## config.mk

```make
export PLATFORM = sky130hd
export DESIGN_NAME = student_block_core
export DESIGN_NICKNAME = d
export VERILOG_FILES = /design/src/rtl/student_video_pkg.sv /design/src/rtl/student_block_core_pixel_op.sv /design/src/rtl/student_block_core.sv
export SDC_FILE = /design/constraint.sdc
export NUM_CORES = 1
export LEC_CHECK = 0
export ABC_AREA = 1
export ABC_CLOCK_PERIOD_IN_PS = 2600
export CAP_MARGIN = 30
export CORE_MARGIN = 3
export CORE_UTILIZATION = 30
export CTS_BUF_LIST = sky130_fd_sc_hd__clkbuf_2
export DETAILED_ROUTE_END_ITERATION = 10
export GPL_TIMING_DRIVEN = 1
export SYNTH_ARGS = -nofsm -noshare
export SYNTH_HDL_FRONTEND = slang
export SYNTH_SLANG_ARGS = --single-unit
```

## constraint.sdc

```tcl
create_clock -name clk -period 2.6 [get_ports clk]
set_input_delay 0.52 -clock clk [delete_from_list [all_inputs] [get_ports clk]]
set_output_delay 0.52 -clock clk [all_outputs]
set_load 0.02 [all_outputs]
```

## src/rtl/student_video_pkg.sv

```systemverilog
// Shared constants, stage bundle and helpers for the luma pixel processor.
// Mode codes, address slicing and the stage-1 register bundle.
package student_video_pkg;

  localparam logic [1:0] MODE_BYPASS = 2'b00;
  localparam logic [1:0] MODE_BIN    = 2'b01;
  localparam logic [1:0] MODE_INV    = 2'b10;
  localparam logic [1:0] MODE_GRAD   = 2'b11;

  localparam int LINE_PIX  = 702;
  localparam int LATENCY   = 2;

  localparam int COL_LSB   = 0;
  localparam int COL_W     = 10;
  localparam int FIELD_BIT = 10;
  localparam int ROW_LSB   = 11;
  localparam int ROW_W     = 9;
  localparam int LID_W     = ROW_W + 1;

  typedef struct packed {
    logic [7:0]       pix;
    logic [7:0]       prev;
    logic [COL_W-1:0] col;
    logic             first;
  } s1_t;

  // |a - b| formed through a 9-bit signed difference
  function automatic logic [7:0] abs_diff(
    input logic [7:0] a,
    input logic [7:0] b
  );
    logic signed [8:0] d;
    logic signed [8:0] n;
    d = $signed({1'b0, a}) - $signed({1'b0, b});
    n = -d;
    return d[8] ? n[7:0] : d[7:0];
  endfunction

endpackage

```

## src/rtl/student_block_core_pixel_op.sv

```systemverilog
// Combinational per-pixel operator.
// Selects bypass, binarize, invert or gradient on one luma byte.
module pixel_op
  import student_video_pkg::*;
#(
  parameter int THRESHOLD = 128
) (
  input  logic [1:0] i_mode,
  input  logic [7:0] i_pixel,
  input  logic [7:0] i_prev,
  input  logic       i_first,
  output logic [7:0] o_result
);

  logic       w_hi;
  logic [7:0] w_grad;

  assign w_hi   = 32'(i_pixel) >= THRESHOLD;
  assign w_grad = i_first ? 8'h00
                          : abs_diff(i_pixel, i_prev);

  // mode decode onto the result byte
  always_comb begin
    o_result = i_pixel;
    unique case (1'b1)
      (i_mode == MODE_BYPASS): o_result = i_pixel;
      (i_mode == MODE_BIN):    o_result = w_hi ? 8'hFF : 8'h00;
      (i_mode == MODE_INV):    o_result = 8'hFF - i_pixel;
      (i_mode == MODE_GRAD):   o_result = w_grad;
      default:                 o_result = i_pixel;
    endcase
  end

endmodule

```

## src/rtl/student_block_core.sv

```systemverilog
// Two-stage per-pixel processor for interlaced 8-bit luma video.
// One output strobe per accepted input strobe, two clocks later.
module student_block_core
  import student_video_pkg::*;
#(
  parameter int THRESHOLD = 128
) (
  input  logic        clk,
  input  logic        rst_n,
  input  logic [1:0]  mode,
  input  logic        video_frame_valid,
  input  logic        video_line_valid,
  input  logic        video_data_valid,
  input  logic [7:0]  video_data_in,
  input  logic [19:0] video_address,
  output logic        video_data_ready,
  output logic [7:0]  video_data_out
);

  logic             r_fv_q;
  logic             r_lv_q;
  logic [1:0]       r_mode_q;
  logic [7:0]       r_prev;
  logic [LID_W-1:0] r_prev_line;
  logic             r_first_pend;
  s1_t              r_s1;
  logic             r_s1_vld;
  logic             r_s2_vld;
  logic [7:0]       r_out;

  logic             w_accept;
  logic             w_fv_rise;
  logic             w_lv_rise;
  logic [COL_W-1:0] w_col;
  logic [LID_W-1:0] w_line_id;
  logic             w_first;
  logic             w_s2_first;
  logic [7:0]       w_result;

  assign w_accept  = video_data_valid
                   & video_frame_valid
                   & video_line_valid;
  assign w_fv_rise = video_frame_valid & ~r_fv_q;
  assign w_lv_rise = video_line_valid & ~r_lv_q;
  assign w_col     = video_address[COL_LSB +: COL_W];
  assign w_line_id = video_address[FIELD_BIT +: LID_W];

  // a new line is seen on a line_valid rise or a row/field change
  assign w_first = r_first_pend
                 | w_lv_rise
                 | (w_line_id != r_prev_line);

  // edge detectors and per-field mode latch
  always_ff @(posedge clk or negedge rst_n) begin
    if (!rst_n) begin
      r_fv_q   <= 1'b0;
      r_lv_q   <= 1'b0;
      r_mode_q <= MODE_BYPASS;
    end else begin
      r_fv_q <= video_frame_valid;
      r_lv_q <= video_line_valid;
      if (w_fv_rise) begin
        r_mode_q <= mode;
      end
    end
  end

  // remember a line start until the first pixel of that line arrives
  always_ff @(posedge clk or negedge rst_n) begin
    if (!rst_n) begin
      r_first_pend <= 1'b0;
    end else if (w_accept) begin
      r_first_pend <= 1'b0;
    end else if (w_lv_rise) begin
      r_first_pend <= 1'b1;
    end
  end

  // previous accepted pixel and the line it came from
  always_ff @(posedge clk or negedge rst_n) begin
    if (!rst_n) begin
      r_prev      <= 8'h00;
      r_prev_line <= '0;
    end else if (w_accept) begin
      r_prev      <= video_data_in;
      r_prev_line <= w_line_id;
    end
  end

  // stage 1: capture pixel, its predecessor, column and line-start flag
  always_ff @(posedge clk or negedge rst_n) begin
    if (!rst_n) begin
      r_s1_vld <= 1'b0;
      r_s1     <= '0;
    end else begin
      r_s1_vld <= w_accept;
      if (w_accept) begin
        r_s1.pix   <= video_data_in;
        r_s1.prev  <= r_prev;
        r_s1.col   <= w_col;
        r_s1.first <= w_first;
      end
    end
  end

  assign w_s2_first = r_s1.first | (r_s1.col == '0);

  pixel_op #(
    .THRESHOLD (THRESHOLD)
  ) u_op (
    .i_mode   (r_mode_q),
    .i_pixel  (r_s1.pix),
    .i_prev   (r_s1.prev),
    .i_first  (w_s2_first),
    .o_result (w_result)
  );

  // stage 2: register result; data holds until the next result
  always_ff @(posedge clk or negedge rst_n) begin
    if (!rst_n) begin
      r_s2_vld <= 1'b0;
      r_out    <= 8'h00;
    end else begin
      r_s2_vld <= r_s1_vld;
      if (r_s1_vld) begin
        r_out <= w_result;
      end
    end
  end

  assign video_data_ready = r_s2_vld;
  assign video_data_out   = r_out;

endmodule

```

==> Flow_metrics.wiki, run 1 <==
{| class="wikitable"
! Metric !! Value
|-
| Remaining routing DRC violations || 0
|-
| Pin count of the biggest net entering global routing || 38
|-
| Pre-Repair DR Iteration Count || 4
|-
| Die Ht || around 100 um
|-
| Cell types with the highest counts after synthesis || nand2_1 (143), dfrtp_1 (52), inv_1 (42)
|-
| Clock Root Buffer || clkbuf_2
|-
| Initial Utilization || 0.312
|-
| Top cell type's share of synthesized area || 0.447
|-
| Worst slack at placement || 453 ps
|-
| DP HPWL || between 4 and 5 mm
|-
| Synth async-reset ratio || 1.00
|-
| Actual slew at the worst max-slew pin || ~730 ps
|-
| Pwr Density || 754 mW/mm2
|-
| Worst slew margin relative to its limit || 0.512
|-
| Cell area after technology mapping || 0.00291 mm2
|-
| Tcrit/Tclk final || 0.833
|-
| Area of the placeable core || about 0.0093 mm2
|-
| Yosys top cell by area || dfrtp_1
|-
| Run status || complete, no violations
|-
| Wire length of the first global-routing pass || approximately 11 mm
|-
| Area of combinational cells with multiple inputs || between 0.001 and 0.0015 mm2
|-
| Total negative slack || 0 ps
|-
| Die area || 0.0109 mm2
|-
| Number of gates given a new drive strength after cts || 0
|-
| Static Leak || 1.80 nW
|-
| Number of global-route vias before repair || 2514
|-
| Worst hold-check path type || flip-flop to flip-flop
|-
| Nature of the critical path endpoint || flip-flop
|-
| RSZ-0062 raised after global routing || false
|-
| Diodes inserted || 0
|-
| Maximum fanout encountered on the critical timing path || 4
|-
| Number of top-level design ports || 44
|-
| Number of I/O port buffers || 43
|-
| Number of design-rule violations left by the first detailed-router iteration || between 100 and 150
|-
| Pint || roughly 0.0017 W
|-
| Ratio of routed vias to standard cells || about 4.5
|-
| Fraction of layout cells with a size suffix above 1 || 0.0851
|-
| Storage cell area || 0.00130 mm2
|-
| Total GRT Usage || 0.123
|-
| Number of clock sinks || 52
|-
| Clock buffer count from CTS || 5
|-
| Number of enable flip-flop cells after synthesis || 0
|-
| Number of antenna-violating nets in the routed design || 0
|-
| Final wirelength || 6.31 mm
|-
| Signed area change from the synthesized netlist to the final layout || 22.8%
|-
| NumNets Final || 468
|-
| Maximum root-to-sink buffer count || 2
|-
| Net count after synthesis || ~420
|-
| Share of total power in sequential cells || 0.382
|-
| Worst Slack Setup Final || between 400 and 500 ps
|-
| Die span in x || between 100 and 150 um
|-
| Fraction of the yosys area taken by sequential cells || 0.447
|-
| Dominant synthesized flop cell || dfrtp_1
|-
| Clock Latency Late Sink || ~410 ps
|-
| Antenna violations before repair || 0
|-
| Filler Cells Inserted || between 900 and 1000
|-
| Count of H-tree levels built during CTS || 2
|-
| Signal arrival time at the worst endpoint || between 2000 and 3000 ps
|-
| Min Clock Period, post-route || between 2000 and 2500 ps
|-
| Synth Register Bits || 52
|-
| Fin. max-slew vios || 0
|-
| Clock Power Share || 0.187
|-
| Overall overflow remaining after global route || 0
|-
| Gate Count Post-Synth || between 300 and 400
|-
| Category of the worst setup path launch point || flip-flop
|-
| Type of the setup path with the least slack || flip-flop to flip-flop
|-
| Power dissipated by switching net loads || 0.00103 W
|-
| Worst path required time || ~2900 ps
|-
| Routed via count || about 2500
|-
| Upper clock frequency limit || approximately 460 MHz
|-
| Warnings from Yosys || 0
|-
| Final weighted congestion in routability-driven placement || around 0.86
|-
| Most common cell in the netlist || nand2_1
|-
| Endpoints failing setup || 0
|-
| Peak supply drop || 265 uV
|-
| Maximum clock skew at final layout || a little under 9 ps
|-
| Combinational Power Share || 0.431
|-
| Syn Area/Cell || between 7 and 8 um2
|-
| Proportion of total power due to net switching || 0.381
|-
| Maximum capacitance violations || 0
|-
| Unique cell type count in the Yosys netlist || 29
|-
| Hold violation count in the final report || 0
|-
| Clock tree from TritonCTS || done
|-
| WL per Instance || 11.4 um
|-
| # rows || 35
|-
| Cell types occupying the most area after synthesis || dfrtp_1 (45%), nand2_1 (18%), inv_1 (5.4%), ha_1 (3.9%), a21oi_1 (3.6%)
|-
| Post-route worst hold slack || around 430 ps
|-
| Post-CTS clock slew at the launch and capture registers of the worst setup and hold paths || 250 ps
|}
==> layer usage <==
metal  up-vias  global-route usage  share of wire
met3         4              0.0229          0.046
met5         -                   0              0
met4         0              0.0332         0.0081
met1      1154               0.147           0.42
met2        41               0.224           0.52
li1       1275                   -              -
==> cell type report <==
type                       count  area share
clock buffer                   5     0.00700
tap                          129      0.0451
inverter                      45      0.0472
clock inverter                 2      0.0168
sequential                    52       0.364
multi-input combinational    270       0.388
timing repair buffer          49       0.132
==> power by group through the flow <==
stage	Sequential, W	Clock [W]	Combinational, W
2_1_floorplan	0.00107	0	0.000850
3_3_place_gp	0.00104	0	0.00115
3_5_place_dp	0.00105	0	0.00117
4_1_cts	0.00103	0.000526	0.00117
5_1_grt	0.00105	0.000548	0.00134
6_report	0.00103	0.000504	0.00116
==> flip-flops by register name, indices dropped and copies added (netlist names) <==
| register | count |
|---|---|
| video_data_out | 8 |
| r_mode_q | 2 |
| r_lv_q | 1 |
| r_fv_q | 1 |
| r_prev_line | 10 |
| r_s1 | 27 |
| r_s1_vld | 1 |
| r_first_pend | 1 |
| video_data_ready | 1 |
==> final timing paths <==
path	from	endpoint	slack, ps	cells past startpoint
worst max-delay path	r_s1[19]$_DFFE_PN0P_	video_data_out[6]$_DFFE_PN0P_	430	15
worst min-delay path	r_s1_vld$_DFF_PN0_	video_data_ready$_DFF_PN0_	430	0
worst max register to register	r_s1[19]$_DFFE_PN0P_	video_data_out[6]$_DFFE_PN0P_	430	15
worst min register to register	r_s1_vld$_DFF_PN0_	video_data_ready$_DFF_PN0_	430	0
max in group asynchronous	rst_n	r_fv_q$_DFF_PN0_	1480	3
min in group asynchronous	rst_n	r_mode_q[1]$_DFFE_PN0P_	540	2
==> cells in the final DEF, fill, tap and decap left out, types with 5 or more instances in the layout <==
cell,instances
nand2_1,143
dfrtp_1,52
inv_1,42
clkdlybuf4s50_1,42
a21oi_1,21
nand3_1,18
o21ai_0,17
nor2_1,13
nand2_2,10
ha_1,9
xor2_1,6
xnor2_1,5
clkbuf_2,5
buf_4,5
==> what timing repair did <==
| item | CTS | global route |
|---|---|---|
| hold endpoints to repair | 18 | 0 |
| hold buffers | 1 | 0 |
| buffers inserted | 0 | 0 |
==> per-stage QoR <==
stage	instance area, um2	power [W]	util	cells
after CTS	3580	0.00273	0.383	552
final	3580	0.00269	0.383	552
after global routing	3580	0.00294	0.383	552
after detailed placement	3480	0.00221	0.373	544
after floorplan	2910	0.00192	-	378
after global placement	3480	0.00219	0.373	544
==> critical path: stages (launching register included) <==
cell and delay, ps:
dfrtp_1 410, inv_1 80, ha_1 230, fa_1 530, ha_1 150, inv_1 40
nor2_1 120, nand2_2 80, nor2_1 80, nand2_1 70, nand2_1 60, nand2_1 40
nand3_1 60, nand2_1 60, nand2_1 50, nand2_1 40
==> logic make-up (layout without fill, tap and decap cells) <==
| logic type | Yosys count | after routing | synth area share |
|---|---|---|---|
| AND/OR/NAND/NOR | 200 | 200 | 0.299 |
| XOR/XNOR | 11 | 11 | 0.0331 |
| adder cells (fa/ha/maj) | 10 | 10 | 0.0455 |
| buffers and inverters | 56 | 101 | 0.0773 |
| flip-flops | 52 | 52 | 0.447 |
| AO/OA/AOI/OAI | 49 | 49 | 0.0979 |
Power figures use the tool's default switching activity.
==> run 2: changes to the inputs <==
--- a/config.mk
+++ b/config.mk
@@ -6,7 +6,7 @@
 export NUM_CORES = 1
 export LEC_CHECK = 0
 export ABC_AREA = 1
-export ABC_CLOCK_PERIOD_IN_PS = 2600
+export ABC_CLOCK_PERIOD_IN_PS = 2100
 export CAP_MARGIN = 30
 export CORE_MARGIN = 3
 export CORE_UTILIZATION = 30
==> constraint.sdc (replaced) <==
create_clock -name clk -period 2.1 [get_ports clk]
set_input_delay 0.42 -clock clk [delete_from_list [all_inputs] [get_ports clk]]
set_output_delay 0.42 -clock clk [all_outputs]
set_load 0.02 [all_outputs]
==> run 2 against run 1 <==
The flow now finishes with violations (setup timing). Register-to-register slack worse by 470 ps. Clock power is 21% lower. Routed wire length is 1.8% higher. Sequential power is 24% higher. Maximum frequency is 1.5% higher. Non-clock buffer count is 12 higher. Via count is 2.2% higher.
==> Flow_metrics.wiki, run 2 (synthesis gave the netlist of run 1 again) <==
{| class="wikitable"
! Metric !! Value
|-
| Highest-count cells in the layout ignoring fill and taps || nand2_1 (141), dfrtp_1 (52), clkdlybuf4s50_1 (42)
|-
| Type of the setup path with the least slack || flip-flop to flip-flop
|-
| Pint || slightly below 0.002 W
|-
| Number of clock sinks || 52
|-
| Clock Root Buffer || clkbuf_2
|-
| Total GRT Usage || 0.124
|-
| Clock Latency Late Sink || about 430 ps
|-
| Endpoints failing setup || 1
|-
| Register bank with the most flops || r_s1
|-
| Buffering stage count on the worst path with inverters included || 2
|-
| Pre-Repair DR Iteration Count || 4
|-
| Min Clock Period, post-route || about 2100 ps
|-
| Worst slew margin relative to its limit || 0.491
|-
| Initial Utilization || 0.312
|-
| Number of design-rule violations left by the first detailed-router iteration || ~140
|-
| Count of hold-fix buffers inserted at cts || 0
|-
| Area of the placeable core || 0.00933 mm2
|-
| Run status || finished, violations left
|-
| Finished layout cell area || between 0.003 and 0.004 mm2
|-
| Die Ht || 105 um
|-
| Most used cell, CP || nand3_1
|-
| Routed via count || ~2500
|-
| Number of global-route vias before repair || around 2500
|-
| DP HPWL || 4.79 mm
|-
| Peak supply drop || around 380 uV
|-
| Hold violation count in the final report || 0
|-
| Combinational Power Share || 0.501
|-
| Maximum single-stage delay on the critical path || 570 ps
|-
| Die area || approximately 0.011 mm2
|-
| Number of antenna-violating nets in the routed design || 0
|-
| Placed Instances || approximately 550
|-
| Number of I/O port buffers || 43
|-
| Maximum fanout encountered on the critical timing path || 3
|-
| Ratio of routed vias to standard cells || around 4.5
|-
| Worst Slack Setup Final || -33.8 ps
|-
| Commonest non-fill, non-tap cell in the layout || nand2_1
|-
| Maximum capacitance violations || 0
|-
| Antenna violations before repair || 0
|-
| Count of H-tree levels built during CTS || 2
|-
| Die span in x || around 100 um
|-
| RSZ-0062 raised after global routing || true
|-
| Overall overflow remaining after global route || 0
|-
| CP max stage cell || fa_2
|-
| Fin. max-slew vios || 0
|-
| Violated checks || setup timing
|-
| Wire length of the first global-routing pass || around 11 mm
|-
| Proportion of total power due to net switching || 0.409
|-
| CP delay by family, top || adder cells
|-
| WL per Instance || 11.4 um
|-
| Power dissipated by switching net loads || between 0.001 and 0.0015 W
|-
| Nature of the critical path endpoint || flip-flop
|-
| Fraction of layout cells with a size suffix above 1 || 0.151
|-
| Clock buffer count from CTS || 5
|-
| Final wirelength || about 6.4 mm
|-
| Clock tree from TritonCTS || done
|-
| Signed area change from the synthesized netlist to the final layout || 26.8%
|-
| Post-CTS clock slew at the launch and capture registers of the worst setup and hold paths || 260 ps
|-
| Remaining routing DRC violations || 0
|-
| Signal arrival time at the worst endpoint || around 2500 ps
|-
| Number of flip-flops under the largest register name || 27
|-
| Upper clock frequency limit || 469 MHz
|-
| Pin count of the biggest net entering global routing || 53
|-
| Cell chain of the critical path || ha_4, fa_2, buf_4, nand2_4, nor2_4, nand3_2, nor2_1, nand3_1, nand3_1, nand3_1, nand3_1, nand2_1, inv_1
|-
| Maximum root-to-sink buffer count || 2
|-
| Final weighted congestion in routability-driven placement || 0.875
|-
| Worst path required time || ~2500 ps
|-
| Pwr Density || about 910 mW/mm2
|-
| Total negative slack || -33.8 ps
|-
| Actual slew at the worst max-slew pin || about 760 ps
|-
| NumNets Final || 480
|-
| Number of non-filler instances in the completed layout || 565
|-
| Category of the worst setup path launch point || flip-flop
|-
| Diodes inserted || 0
|-
| Design Power || between 0.003 and 0.004 W
|-
| Number of top-level design ports || 44
|-
| Filler Cells Inserted || about 960
|-
| Share of total power in sequential cells || 0.381
|-
| Clock Power Share || 0.119
|-
| # rows || 35
|-
| Worst hold-check path type || primary input to asynchronous set/reset pin
|-
| Static Leak || 1.84 nW
|-
| Maximum clock skew at final layout || about 16 ps
|-
| Tcrit/Tclk final || 1.02
|-
| Area post-placement || 0.00353 mm2
|}
## run 2: final cells by class
type	count	area [um2]	area share
inverters	45	169	0.0457
well taps	129	161	0.0437
clock buffers	5	25.0	0.00677
flip-flops and latches	52	1300	0.352
repair buffers	61	561	0.152
multi-input cells	270	1460	0.395
clock inverters	3	18.8	0.00508
## run 2: final timing paths
path / startpoint / endpoint / slack, ps / depth (start not counted)
min: rst_n / video_data_out[0]$_DFFE_PN0P_ / 50 / 2
max reg2reg: r_s1[11]$_DFFE_PN0P_ / video_data_out[7]$_DFFE_PN0P_ / -30 / 13
max: r_s1[11]$_DFFE_PN0P_ / video_data_out[7]$_DFFE_PN0P_ / -30 / 13
min in group clk: video_frame_valid / r_fv_q$_DFF_PN0_ / 470 / 1
min reg2reg: r_s1_vld$_DFF_PN0_ / video_data_ready$_DFF_PN0_ / 470 / 0
max in group asynchronous: rst_n / r_s1[19]$_DFFE_PN0P_ / 1610 / 2
## run 2: worst reg2reg max path: stages (launching register included)
cell	delay, ps
dfrtp_1	470
ha_4	170
fa_2	570
buf_4	130
nand2_4	50
nor2_4	90
nand3_2	60
nor2_1	100
nand3_1	70
nand3_1	70
nand3_1	90
nand3_1	140
nand2_1	50
inv_1	40
## run 2: through the flow
stage                     hold slack (ps)  worst slack (ps)  utilization
after floorplan                       124              98.1            -
after global placement                386              12.9        0.379
after detailed placement              400             -30.8        0.379
after CTS                            48.8             -8.39        0.385
after global routing                 49.4              -209        0.396
final                                52.8             -33.8        0.396
## run 2: metal layers
metal / up-vias / wire, um / global-route usage
met3: 14 / 243 / 0.0216
li1: 1304 / - / -
met1: 1160 / 2950 / 0.153
met2: 51 / 3040 / 0.213
met5: - / 0 / 0
met4: 0 / 194 / 0.0475
## run 2: power by group through the flow
| stage | Combinational [W] | Clock [W] | Sequential [W] |
|---|---|---|---|
| floorplan | 0.00105 | 0 | 0.00132 |
| global placement | 0.00150 | 0 | 0.00129 |
| detailed placement | 0.00151 | 0 | 0.00130 |
| CTS | 0.00152 | 0.000428 | 0.00128 |
| global route | 0.00191 | 0.000467 | 0.00131 |
| finish | 0.00168 | 0.000399 | 0.00128 |
## run 2: repair_timing
action | in CTS | in global routing
hold endpoints to repair | 0 | 0
resized for setup | 1 | 20
setup buffers | 1 | 5
setup endpoints to repair | 2 | 7
pin swaps | 0 | 9
